`src/rtl/ibex_l2_rf_pkg.sv`:
```
// Purpose: shared types and constants for the L2 backup register file and its transfer controller.
// Latency: n/a (package only).
// Backpressure: n/a.
//
// Configuration macro: IBEX_L2_RF_RVE_EN
//   defined   -> RV32E, only x1..x15 are transferred (L2RfLastReg = 15)
//   undefined -> RV32I, x1..x31 are transferred     (L2RfLastReg = 31)
package ibex_l2_rf_pkg;

    typedef enum logic [1:0] {
        IDLE      = 2'd0,
        SAVE      = 2'd1,
        RST_ISSUE = 2'd2,
        RST_DRAIN = 2'd3
    } xfer_state_e;

`ifdef IBEX_L2_RF_RVE_EN
    localparam logic [4:0] L2RfLastReg = 5'd15;
`else
    localparam logic [4:0] L2RfLastReg = 5'd31;
`endif

endpackage

```
`src/rtl/ibex_l2_rf_xfer_ctrl.sv`:
```
// Purpose: bulk copy of x1..xLAST between the main register file and the L2 backup file (SAVE / RESTORE).
// Latency: SAVE takes LAST busy cycles, RESTORE takes LAST+1 (one extra for the registered L2 read); done_o follows.
// Backpressure: none; the core stalls while busy_o=1 and requests arriving while busy are dropped.
//
// Configuration macro: IBEX_L2_RF_RVE_EN (see ibex_l2_rf_pkg) selects RV32E (x1..x15) instead of RV32I.
// Ports:
//   clk_i, rst_i                  clock, synchronous active-high reset
//   save_req_i, restore_req_i     start requests, only looked at in IDLE
//   busy_o, done_o, err_o         status; done_o / err_o are one-cycle pulses
//   mrf_raddr_o / mrf_rdata_i     main RF combinational read port
//   mrf_waddr_o/_wdata_o/_we_o    main RF write port
//   l2_addr_o/_wdata_o/_we_o      L2 shared address and write port
//   l2_rdata_i                    L2 read data, valid one cycle after l2_addr_o
module ibex_l2_rf_xfer_ctrl
    import ibex_l2_rf_pkg::*;
#(
    parameter int DataWidth = 32
) (
    input  logic                 clk_i,
    input  logic                 rst_i,
    input  logic                 save_req_i,
    input  logic                 restore_req_i,
    output logic                 busy_o,
    output logic                 done_o,
    output logic                 err_o,
    output logic [4:0]           mrf_raddr_o,
    input  logic [DataWidth-1:0] mrf_rdata_i,
    output logic [4:0]           mrf_waddr_o,
    output logic [DataWidth-1:0] mrf_wdata_o,
    output logic                 mrf_we_o,
    output logic [4:0]           l2_addr_o,
    output logic [DataWidth-1:0] l2_wdata_o,
    output logic                 l2_we_o,
    input  logic [DataWidth-1:0] l2_rdata_i
);

    xfer_state_e state_q;
    logic [4:0]  cnt_q;
    // Address issued to L2 last cycle; its read data arrives now and is written to the main RF.
    logic [4:0]  cnt_dly_q;
    logic        dly_vld_q;
    logic        done_q;
    logic        err_q;

    always_ff @(posedge clk_i) begin
        if (rst_i) begin
            state_q   <= IDLE;
            cnt_q     <= 5'd0;
            cnt_dly_q <= 5'd0;
            dly_vld_q <= 1'b0;
            done_q    <= 1'b0;
            err_q     <= 1'b0;
        end else begin
            done_q    <= 1'b0;
            err_q     <= 1'b0;
            cnt_dly_q <= cnt_q;
            dly_vld_q <= (state_q == RST_ISSUE);
            case (state_q)
                IDLE: begin
                    if (save_req_i && restore_req_i) begin
                        err_q <= 1'b1;
                    end else if (save_req_i) begin
                        state_q <= SAVE;
                        cnt_q   <= 5'd1;
                    end else if (restore_req_i) begin
                        state_q <= RST_ISSUE;
                        cnt_q   <= 5'd1;
                    end
                end
                SAVE: begin
                    if (cnt_q == L2RfLastReg) begin
                        state_q <= IDLE;
                        cnt_q   <= 5'd0;
                        done_q  <= 1'b1;
                    end else begin
                        cnt_q <= cnt_q + 5'd1;
                    end
                end
                RST_ISSUE: begin
                    if (cnt_q == L2RfLastReg) begin
                        state_q <= RST_DRAIN;
                        cnt_q   <= 5'd0;
                    end else begin
                        cnt_q <= cnt_q + 5'd1;
                    end
                end
                RST_DRAIN: begin
                    // The write of LAST happens in this cycle from the delay register.
                    state_q <= IDLE;
                    done_q  <= 1'b1;
                end
                default: state_q <= IDLE;
            endcase
        end
    end

    // Every output is a plain decode of registered state, gated so nothing leaks out in IDLE.
    assign busy_o      = (state_q != IDLE);
    assign done_o      = done_q;
    assign err_o       = err_q;

    assign mrf_raddr_o = (state_q == SAVE) ? cnt_q : 5'd0;
    assign l2_addr_o   = ((state_q == SAVE) || (state_q == RST_ISSUE)) ? cnt_q : 5'd0;
    assign l2_we_o     = (state_q == SAVE);
    assign l2_wdata_o  = (state_q == SAVE) ? mrf_rdata_i : '0;

    assign mrf_we_o    = dly_vld_q;
    assign mrf_waddr_o = dly_vld_q ? cnt_dly_q : 5'd0;
    assign mrf_wdata_o = dly_vld_q ? l2_rdata_i : '0;

endmodule

```
`config.mk`:
```
export PLATFORM = sky130hd
export DESIGN_NAME = ibex_l2_rf_xfer_ctrl
export DESIGN_NICKNAME = d
export VERILOG_FILES = /design/src/rtl/ibex_l2_rf_pkg.sv /design/src/rtl/ibex_l2_rf_xfer_ctrl.sv
export SDC_FILE = /design/constraint.sdc
export NUM_CORES = 1
export LEC_CHECK = 0
export BUFFER_PORTS_ARGS = -buffer_cell sky130_fd_sc_hd__clkbuf_2
export CAP_MARGIN = 40
export CORE_UTILIZATION = 36
export CTS_CLUSTER_SIZE = 30
export DETAILED_ROUTE_END_ITERATION = 10
export PLACE_DENSITY = 0.89
export SLEW_MARGIN = 20
export SYNTH_ARGS = -nofsm -noshare
export SYNTH_HDL_FRONTEND = slang
export SYNTH_SLANG_ARGS = --single-unit
export TNS_END_PERCENT = 5
```
`constraint.sdc`:
```
create_clock -name clk_i -period 2.3 [get_ports clk_i]
set_input_delay 0.46 -clock clk_i [delete_from_list [all_inputs] [get_ports clk_i]]
set_output_delay 0.46 -clock clk_i [all_outputs]
set_load 0.01 [all_outputs]
```
==> impl_metrics.ini, run 1 <==
[synth]
synth.area.top_cells = and2_1, dfxtp_1, ha_1, inv_1, clkbuf_1
yosysMostFrequentCell = and2_1
yosys_warnings = 0
post_synth.cell_area_avg_sq_um = 7.88
netlist_area_sq_um = 1260
yosysTopAreaCell = and2_1
synth_seq_cells = 15
yosysSeqAreaShare_pct = 23.8
async_flop_share_pct = 0
syn_inst = 160
synth_edf_count = 0
yosys.cell_types.count = 30
synth_top_cell_area_share_pct = 39.7
synth.net_count = 236
synthFlopType = dfxtp_1
synth_commonest_cells = and2_1, dfxtp_1, inv_1, clkbuf_1, ha_1

[sta]
slew_viol_final = 0
fmax_mhz = 494
fin_hold_ws_ns = 0.504
rsz0062_at_grt = no
max_slew_margin_pct = 79.4
hold_viol_final = 0
final.setup.tns_ns = 0
fin_skew_ns = 0.000631
post-route-period-util_pct = 88.0
worst_pin_slew_ns = 0.310
finalCriticalPeriod_ns = 2.02
setup_slack_ns = 0.276
finalSetupViolations = 0

[power_and_ir_drop]
total_leakage_power_nw = 1.26
power.switching_mw = 0.780
swShare_pct = 47.3
p_int_mw = 0.868
vdd_ir_drop_max_v = 0.000650
p_comb_share_pct = 70.4
p_per_area_nw_per_um2 = 794
p_clk_share_pct = 9.0
power.total_mw = 1.65
p_seq_share_pct = 20.5

[clock_tree]
clock_sinks = 15
postCtsSetupBuffers = 0
insertion_delay_ns = 0.28
cts_max_path_buffers = 2
cts_root_buf = clkbuf_4
htree_levels = 1
ctsHoldBuffers = 0
cts_inserted_buffers = 3
ctsResizeCount = 0
cts.clk_slew.worst_paths_ns = 0.09
cts_tree = yes

[layout]
nFillCells = 321
multiInputGateArea_sq_um = 886
ff_latch_area_sq_um = 300
nNetsFinal = 385
diodes = 0
final_cells = 354
area_delta_synth_final_pct = 64.6
drive_gt1_share_pct = 53.6
fin_area_sq_um = 2080
post-route-util_pct = 62.2

[die]
start_util_pct = 37.8
io_pins = 152
die_h_um = 61.2
core_sq_um = 3340
row_count = 21
die_w_um = 61.2
die_area_sq_um = 3740

[setup_path]
cp.arrival_ns = 1.56
criticalPathCategory = reg2out
start_kind = flop
critPathCaptureType = primary output
critPathLaunch = state_q[1]
worst_ep_required_time_ns = 1.84
crit_fanout = 11
crit-reg2reg-launch = cnt_q[0]

[placement]
dp_hpwl_um = 3630
io_buffers = 151
dp.cells = 350
gp_congestion = 0.825
placedInstanceArea_sq_um = 2050
pre_cts_slack_ns = 0.595

[grt]
grt_max_degree = 41
antenna_found_initial = 0
grt_busiest_layer = met2
globalRouteMet2Util_pct = 37.1
use_met1_pct = 29.8
grt_pass1_wl_um = 6060
overflow = 0
grt.total_usage_pct = 22.3
grt_pass1_vias = 1295
use_met3_pct = 6.30

[min_path]
min_from = cnt_q[1]
hold_class = reg2reg

[route]
vias = 1546
first_pass_iters = 4
via_per_inst = 4.37
drc = 0
dr.first_iter.drc_count = 53
wl_per_cell_um = 11.9
ant_nets = 0
wl_um = 4230

[job]
max_cap_violations = 0

[outcome]
status = finished clean
cell type report:
cell class	count	share of cell area [%]
clock buffers	3	1.08
clock inverters	1	0.241
inverters	9	1.63
multi-input cells	127	42.7
flip-flops and latches	15	14.5
well taps	46	2.77
repair buffers	153	37.1
power by group through the flow:
stage               Combinational, mW  Clock, mW  Sequential (mW)
finish                           1.16      0.149            0.338
global route                     1.29      0.168            0.346
CTS                              1.17      0.153            0.337
detailed placement               1.16          0            0.343
global placement                 1.14          0            0.341
floorplan                       0.741          0            0.345
path summary, 6_finish.rpt:
kind / end / slack, ns / cells after the start
hold reg to reg: cnt_dly_q[1] / 0.50 / 2
setup / recovery: l2_addr_o[4] / 0.28 / 4
hold / removal: cnt_dly_q[1] / 0.50 / 2
setup reg to reg: cnt_q[3] / 0.62 / 5
cell usage in the layout (no fill, tap or decap):
cell type / instances
a211o_2: 1
a21oi_1: 2
a221oi_2: 1
a31oi_1: 1
a32o_1: 1
and2_1: 80
and3_1: 1
and4_2: 1
and4bb_2: 1
buf_4: 2
clkbuf_2: 151
clkbuf_4: 3
clkinv_2: 1
dfxtp_1: 15
ha_1: 8
inv_1: 9
mux2i_1: 2
nand2_1: 3
nand2b_1: 3
nand3_1: 2
nor2_1: 3
nor2b_1: 3
nor3b_1: 1
o21ai_0: 2
o21ai_2: 2
o21bai_1: 1
o22ai_1: 1
o32ai_1: 3
or2_2: 1
xnor2_1: 1
xor2_1: 1
xor2_2: 1
cell families (layout without fill, tap and decap cells):
| family | Yosys count | count (layout) | share of synthesized area [%] |
|---|---|---|---|
| muxes | 2 | 2 | 1.59 |
| AOI/OAI and AO/OA | 15 | 15 | 9.43 |
| and+or+nand+nor | 99 | 99 | 48.6 |
| xor gates and xnor gates | 3 | 3 | 2.68 |
| DFF | 15 | 15 | 23.8 |
| buffers and inverters | 18 | 166 | 5.95 |
| adders and majority gates | 8 | 8 | 7.94 |
state kept, by name, indices dropped and copies added, names as in the netlist:
register / flops
cnt_dly_q: 5
cnt_q: 5
done_o: 1
err_o: 1
mrf_we_o: 1
state_q: 2
critical path, stage by stage, from the launching register on:
cell and delay (ns):
dfxtp_1 0.38, inv_1 0.10, ha_1 0.47, and2_1 0.19, clkbuf_2 0.14
per-layer routing:
metal / vias to the layer above / share of wire (%)
met5: - / 0
met4: 0 / 0.40
met3: 2 / 9.5
met2: 66 / 47
met1: 673 / 43
li1: 805 / -
(Power assumes the default switching activity.)
==> inputs of run 2 (changes only) <==
--- a/config.mk
+++ b/config.mk
@@ -11,6 +11,7 @@
 export CTS_CLUSTER_SIZE = 30
 export DETAILED_ROUTE_END_ITERATION = 10
 export PLACE_DENSITY = 0.89
+export RECOVER_POWER = 100
 export SLEW_MARGIN = 20
 export SYNTH_ARGS = -nofsm -noshare
 export SYNTH_HDL_FRONTEND = slang
==> run 2 against run 1 <==
  * Clock-buffer cell count unchanged
  * Sequential share of layout area rose by 0.36 points
  * Die area is the same
==> impl_metrics.ini, run 2 (synthesis gave the netlist of run 1 again) <==
[layout]
nNetsFinal = 385
drive_gt1_share_pct = 41.9
diodes = 0
fin_area_sq_um = 2030
final_cells = 354
area_delta_synth_final_pct = 60.6
nFillCells = 341
multiInputGateArea_sq_um = 882
ff_latch_area_sq_um = 300
largestRegisters = cnt_dly_q x5, cnt_q x5, state_q x2
post-route-util_pct = 60.7
layout_common_cells = clkbuf_2, and2_0, clkbuf_1
layout_commonest_cell = clkbuf_2

[min_path]
hold_class = reg2reg
whs_path_depth = 2
min_from = cnt_q[1]
hold_end = cnt_dly_q[1]

[die]
die_w_um = 61.2
start_util_pct = 37.8
core_sq_um = 3340
row_count = 21
die_area_sq_um = 3740
io_pins = 152
die_h_um = 61.2

[clock_tree]
ctsResizeCount = 0
ctsHoldBuffers = 0
cts_max_path_buffers = 2
cts_inserted_buffers = 3
clock_sinks = 15
cts_tree = yes
cts_root_buf = clkbuf_4
postCtsSetupBuffers = 0
insertion_delay_ns = 0.28
cts.clk_slew.worst_paths_ns = 0.09
htree_levels = 1

[sta]
finalCriticalPeriod_ns = 2.04
final.setup.tns_ns = 0
finalSetupViolations = 0
setup_slack_ns = 0.264
rsz0062_at_grt = no
slew_viol_final = 0
max_slew_margin_pct = 62.6
hold_viol_final = 0
post-route-period-util_pct = 88.5
fin_skew_ns = 0.00181
fmax_mhz = 491
fin_hold_ws_ns = 0.510
worst_pin_slew_ns = 0.561

[placement]
placedInstanceArea_sq_um = 2050
gp_congestion = 0.825
dp.cells = 350
dp_hpwl_um = 3630
pre_cts_slack_ns = 0.595
io_buffers = 151

[setup_path]
crit_fanout = 11
criticalPathCategory = reg2out
r2r-end = state_q[0]
ff2ff_path_depth = 6
crit-reg2reg-launch = cnt_q[0]
r2r_slack_ns = 0.58
critPathCaptureType = primary output
cp.arrival_ns = 1.58
start_kind = flop
worst_ep_required_time_ns = 1.84

[route]
dr.first_iter.drc_count = 64
wl_per_cell_um = 11.9
drc = 0
via_per_inst = 4.36
first_pass_iters = 4
ant_nets = 0
vias = 1545
wl_um = 4220

[grt]
grt_pass1_wl_um = 6060
grt_max_degree = 41
grt.total_usage_pct = 22.3
antenna_found_initial = 0
grt_pass1_vias = 1295
overflow = 0

[power_and_ir_drop]
p_per_area_nw_per_um2 = 789
vdd_ir_drop_max_v = 0.000632
total_leakage_power_nw = 1.09
power.total_mw = 1.60

[outcome]
status = finished clean

[job]
max_cap_violations = 0
## run 2: changes by cell type in the layout (fill, tap and decap cells not counted), sizes merged
cell    previous run  this run
buf                2         1
clkbuf           154       155
## run 2: cell type report
cell class / count / area share (%)
multi-input combinational: 127 / 43.5
timing repair buffer: 153 / 35.8
sequential: 15 / 14.8
tap: 46 / 2.84
inverter: 9 / 1.67
clock buffer: 3 / 1.11
clock inverter: 1 / 0.247
## run 2: power breakdown
| part | switching [mW] | total [mW] | internal [mW] | leakage, nW |
|---|---|---|---|---|
| logic | 0.660 | 1.11 | 0.451 | 0.951 |
| registers | 0.0342 | 0.339 | 0.304 | 0.122 |
| clock network | 0.0841 | 0.149 | 0.0645 | 0.0177 |
| total | 0.779 | 1.60 | 0.819 | 1.09 |
## run 2: critical path: stages (launching register included)
cell and delay (ns):
dfxtp_1 0.38, inv_1 0.10, ha_1 0.48, and2_0 0.19, clkbuf_2 0.15
## run 2: worst max-delay path by stage
stage                      to  slack, ns  startpoint  depth (start not counted)
3_5_place_dp     l2_addr_o[4]       0.59  state_q[1]                          4
4_1_cts          l2_addr_o[4]       0.26  state_q[1]                          4
6_report         l2_addr_o[4]       0.26  state_q[1]                          4
3_3_place_gp     l2_addr_o[4]       0.62  state_q[0]                          4
5_1_grt          l2_addr_o[4]       0.13  state_q[0]                          4
2_1_floorplan  l2_wdata_o[11]       0.57  state_q[1]                          5
## run 2: metal layers
layer | part of all wire, % | track usage (%)
met1 | 44 | 29.8
met2 | 47 | 37.1
met3 | 8.3 | 6.30
met4 | 0.40 | 1.95
met5 | 0 | 0
==> inputs of run 3 (changes only) <==
--- a/config.mk
+++ b/config.mk
@@ -5,12 +5,13 @@
 export SDC_FILE = /design/constraint.sdc
 export NUM_CORES = 1
 export LEC_CHECK = 0
+export ABC_AREA = 1
 export BUFFER_PORTS_ARGS = -buffer_cell sky130_fd_sc_hd__clkbuf_2
 export CAP_MARGIN = 40
-export CORE_UTILIZATION = 36
+export CORE_UTILIZATION = 37
 export CTS_CLUSTER_SIZE = 30
 export DETAILED_ROUTE_END_ITERATION = 10
-export PLACE_DENSITY = 0.89
+export PLACE_DENSITY = 0.88
 export RECOVER_POWER = 100
 export SLEW_MARGIN = 20
 export SYNTH_ARGS = -nofsm -noshare
==> run 3 against run 2 <==
  * Synthesized area is 9.6% higher
  * Critical path depth is 2 higher
  * Clock power is 40% higher
==> impl_metrics.ini, run 3 <==
[layout]
fin_area_sq_um = 2080
nFillCells = 388
area_delta_synth_final_pct = 50.2
final_cells = 453
layout_commonest_cell = nand2_1
nNetsFinal = 484
diodes = 0
post-route-util_pct = 59.9
drive_gt1_share_pct = 20.1
layout_common_cells = nand2_1, inv_1, clkbuf_1
largestRegisters = cnt_dly_q x5, cnt_q x5, state_q x2

[die]
io_pins = 152
start_util_pct = 39.9
core_sq_um = 3470
row_count = 21
die_area_sq_um = 3990
die_h_um = 63.1
die_w_um = 63.1

[placement]
io_buffers = 151
dp.cells = 449
gp_congestion = 0.789
placedInstanceArea_sq_um = 2160
pre_cts_slack_ns = 0.477
dp_hpwl_um = 3580

[clock_tree]
insertion_delay_ns = 0.24
ctsResizeCount = 0
cts_inserted_buffers = 3
ctsHoldBuffers = 0
cts_max_path_buffers = 2
clock_sinks = 15
postCtsSetupBuffers = 0
htree_levels = 1
cts.clk_slew.worst_paths_ns = 0.06
cts_root_buf = clkbuf_8
cts_tree = yes

[setup_path]
cp_top_family = buffers and inverters
critPathCaptureType = primary output
max_stage_delay_ns = 0.46
criticalPathCategory = reg2out
cp_num_buf_inv = 4
slowest_stage = ha_1
path_common_cell = inv_1
crit_chain = inv_1 -> ha_1 -> buf_12 -> nand2_1 -> inv_1 -> clkbuf_1
crit_fanout = 29
start_kind = flop
worst_ep_required_time_ns = 1.84
cp.arrival_ns = 1.67

[power_and_ir_drop]
p_clk_share_pct = 11.9
vdd_ir_drop_max_v = 0.000493
power.total_mw = 1.75
p_comb_share_pct = 67.6
power.switching_mw = 0.925
p_seq_share_pct = 20.5
total_leakage_power_nw = 1.60
p_int_mw = 0.824
p_per_area_nw_per_um2 = 842
swShare_pct = 52.9

[synth]
yosys.cell_types.count = 21
async_flop_share_pct = 0
synthFlopType = dfxtp_1
yosysTopAreaCell = nand2_1
synth_commonest_cells = nand2_1, inv_1, dfxtp_1, nor2_1
synth_edf_count = 0
yosysMostFrequentCell = nand2_1
post_synth.cell_area_avg_sq_um = 5.32
synth.net_count = 336
yosys_warnings = 0
syn_inst = 260
synth_top_cell_area_share_pct = 26.6
synth.area.top_cells = nand2_1, inv_1, dfxtp_1, ha_1, nor2_1
synth_seq_cells = 15
yosysSeqAreaShare_pct = 21.7
netlist_area_sq_um = 1380

[job]
max_cap_violations = 0

[route]
dr.first_iter.drc_count = 47
first_pass_iters = 4
drc = 0
wl_um = 4250
ant_nets = 0
via_per_inst = 4.13
wl_per_cell_um = 9.39
vias = 1872

[sta]
fin_hold_ws_ns = 0.527
setup_slack_ns = 0.170
hold_viol_final = 0
max_slew_margin_pct = 58.3
post-route-period-util_pct = 92.6
fin_skew_ns = 0.00308
finalSetupViolations = 0
rsz0062_at_grt = no
worst_pin_slew_ns = 0.626
final.setup.tns_ns = 0
fmax_mhz = 469
finalCriticalPeriod_ns = 2.13
slew_viol_final = 0

[grt]
grt.total_usage_pct = 20.9
grt_pass1_vias = 1728
grt_pass1_wl_um = 6910
antenna_found_initial = 0
overflow = 0
grt_max_degree = 39

[outcome]
status = finished clean

[min_path]
hold_class = reg2reg
## run 3: area by class of cell
type | instances | area, sq um | share of cell area, %
flip-flops and latches | 15 | 300 | 14.5
clock buffers | 3 | 41.3 | 1.99
well taps | 46 | 57.6 | 2.77
clock inverters | 1 | 5.00 | 0.241
multi-input cells | 142 | 644 | 31.0
repair buffers | 153 | 678 | 32.7
inverters | 93 | 350 | 16.9
## run 3: kinds of logic (layout without fill, tap and decap cells)
| kind of cell | count (synthesis) | in the layout | synth area share [%] |
|---|---|---|---|
| buffers and inverters | 103 | 250 | 29.9 |
| DFF | 15 | 15 | 21.7 |
| AOI/OAI and AO/OA | 7 | 7 | 2.71 |
| and+or+nand+nor | 127 | 127 | 38.5 |
| adders and majority gates | 8 | 8 | 7.24 |
## run 3: worst min-delay path, cell delays in order, from the launching register on
cell and delay, ns:
dfxtp_1 0.35, inv_1 0.07, nor2_1 0.05
## run 3: final timing paths
check / cells past startpoint / to / slack [ns] / startpoint
setup / recovery: 6 / l2_wdata_o[13] / 0.17 / state_q[1]
hold / removal: 2 / cnt_dly_q[4] / 0.53 / cnt_q[4]
setup reg to reg: 9 / cnt_q[2] / 0.48 / state_q[0]
hold reg to reg: 2 / cnt_dly_q[4] / 0.53 / cnt_q[4]
## run 3: power groups by stage
stage	Sequential [mW]	Clock, mW	Combinational (mW)
2_1_floorplan	0.354	0	0.870
3_3_place_gp	0.361	0	1.27
3_5_place_dp	0.363	0	1.31
4_1_cts	0.357	0.209	1.32
5_1_grt	0.367	0.226	1.33
6_report	0.359	0.208	1.18
## run 3: per-layer routing
| metal | wire length [um] | GRT usage [%] |
|---|---|---|
| met4 | 36 | 3.20 |
| met1 | 1580 | 19.4 |
| met3 | 338 | 4.53 |
| met5 | 0 | 0 |
| met2 | 2300 | 45.0 |
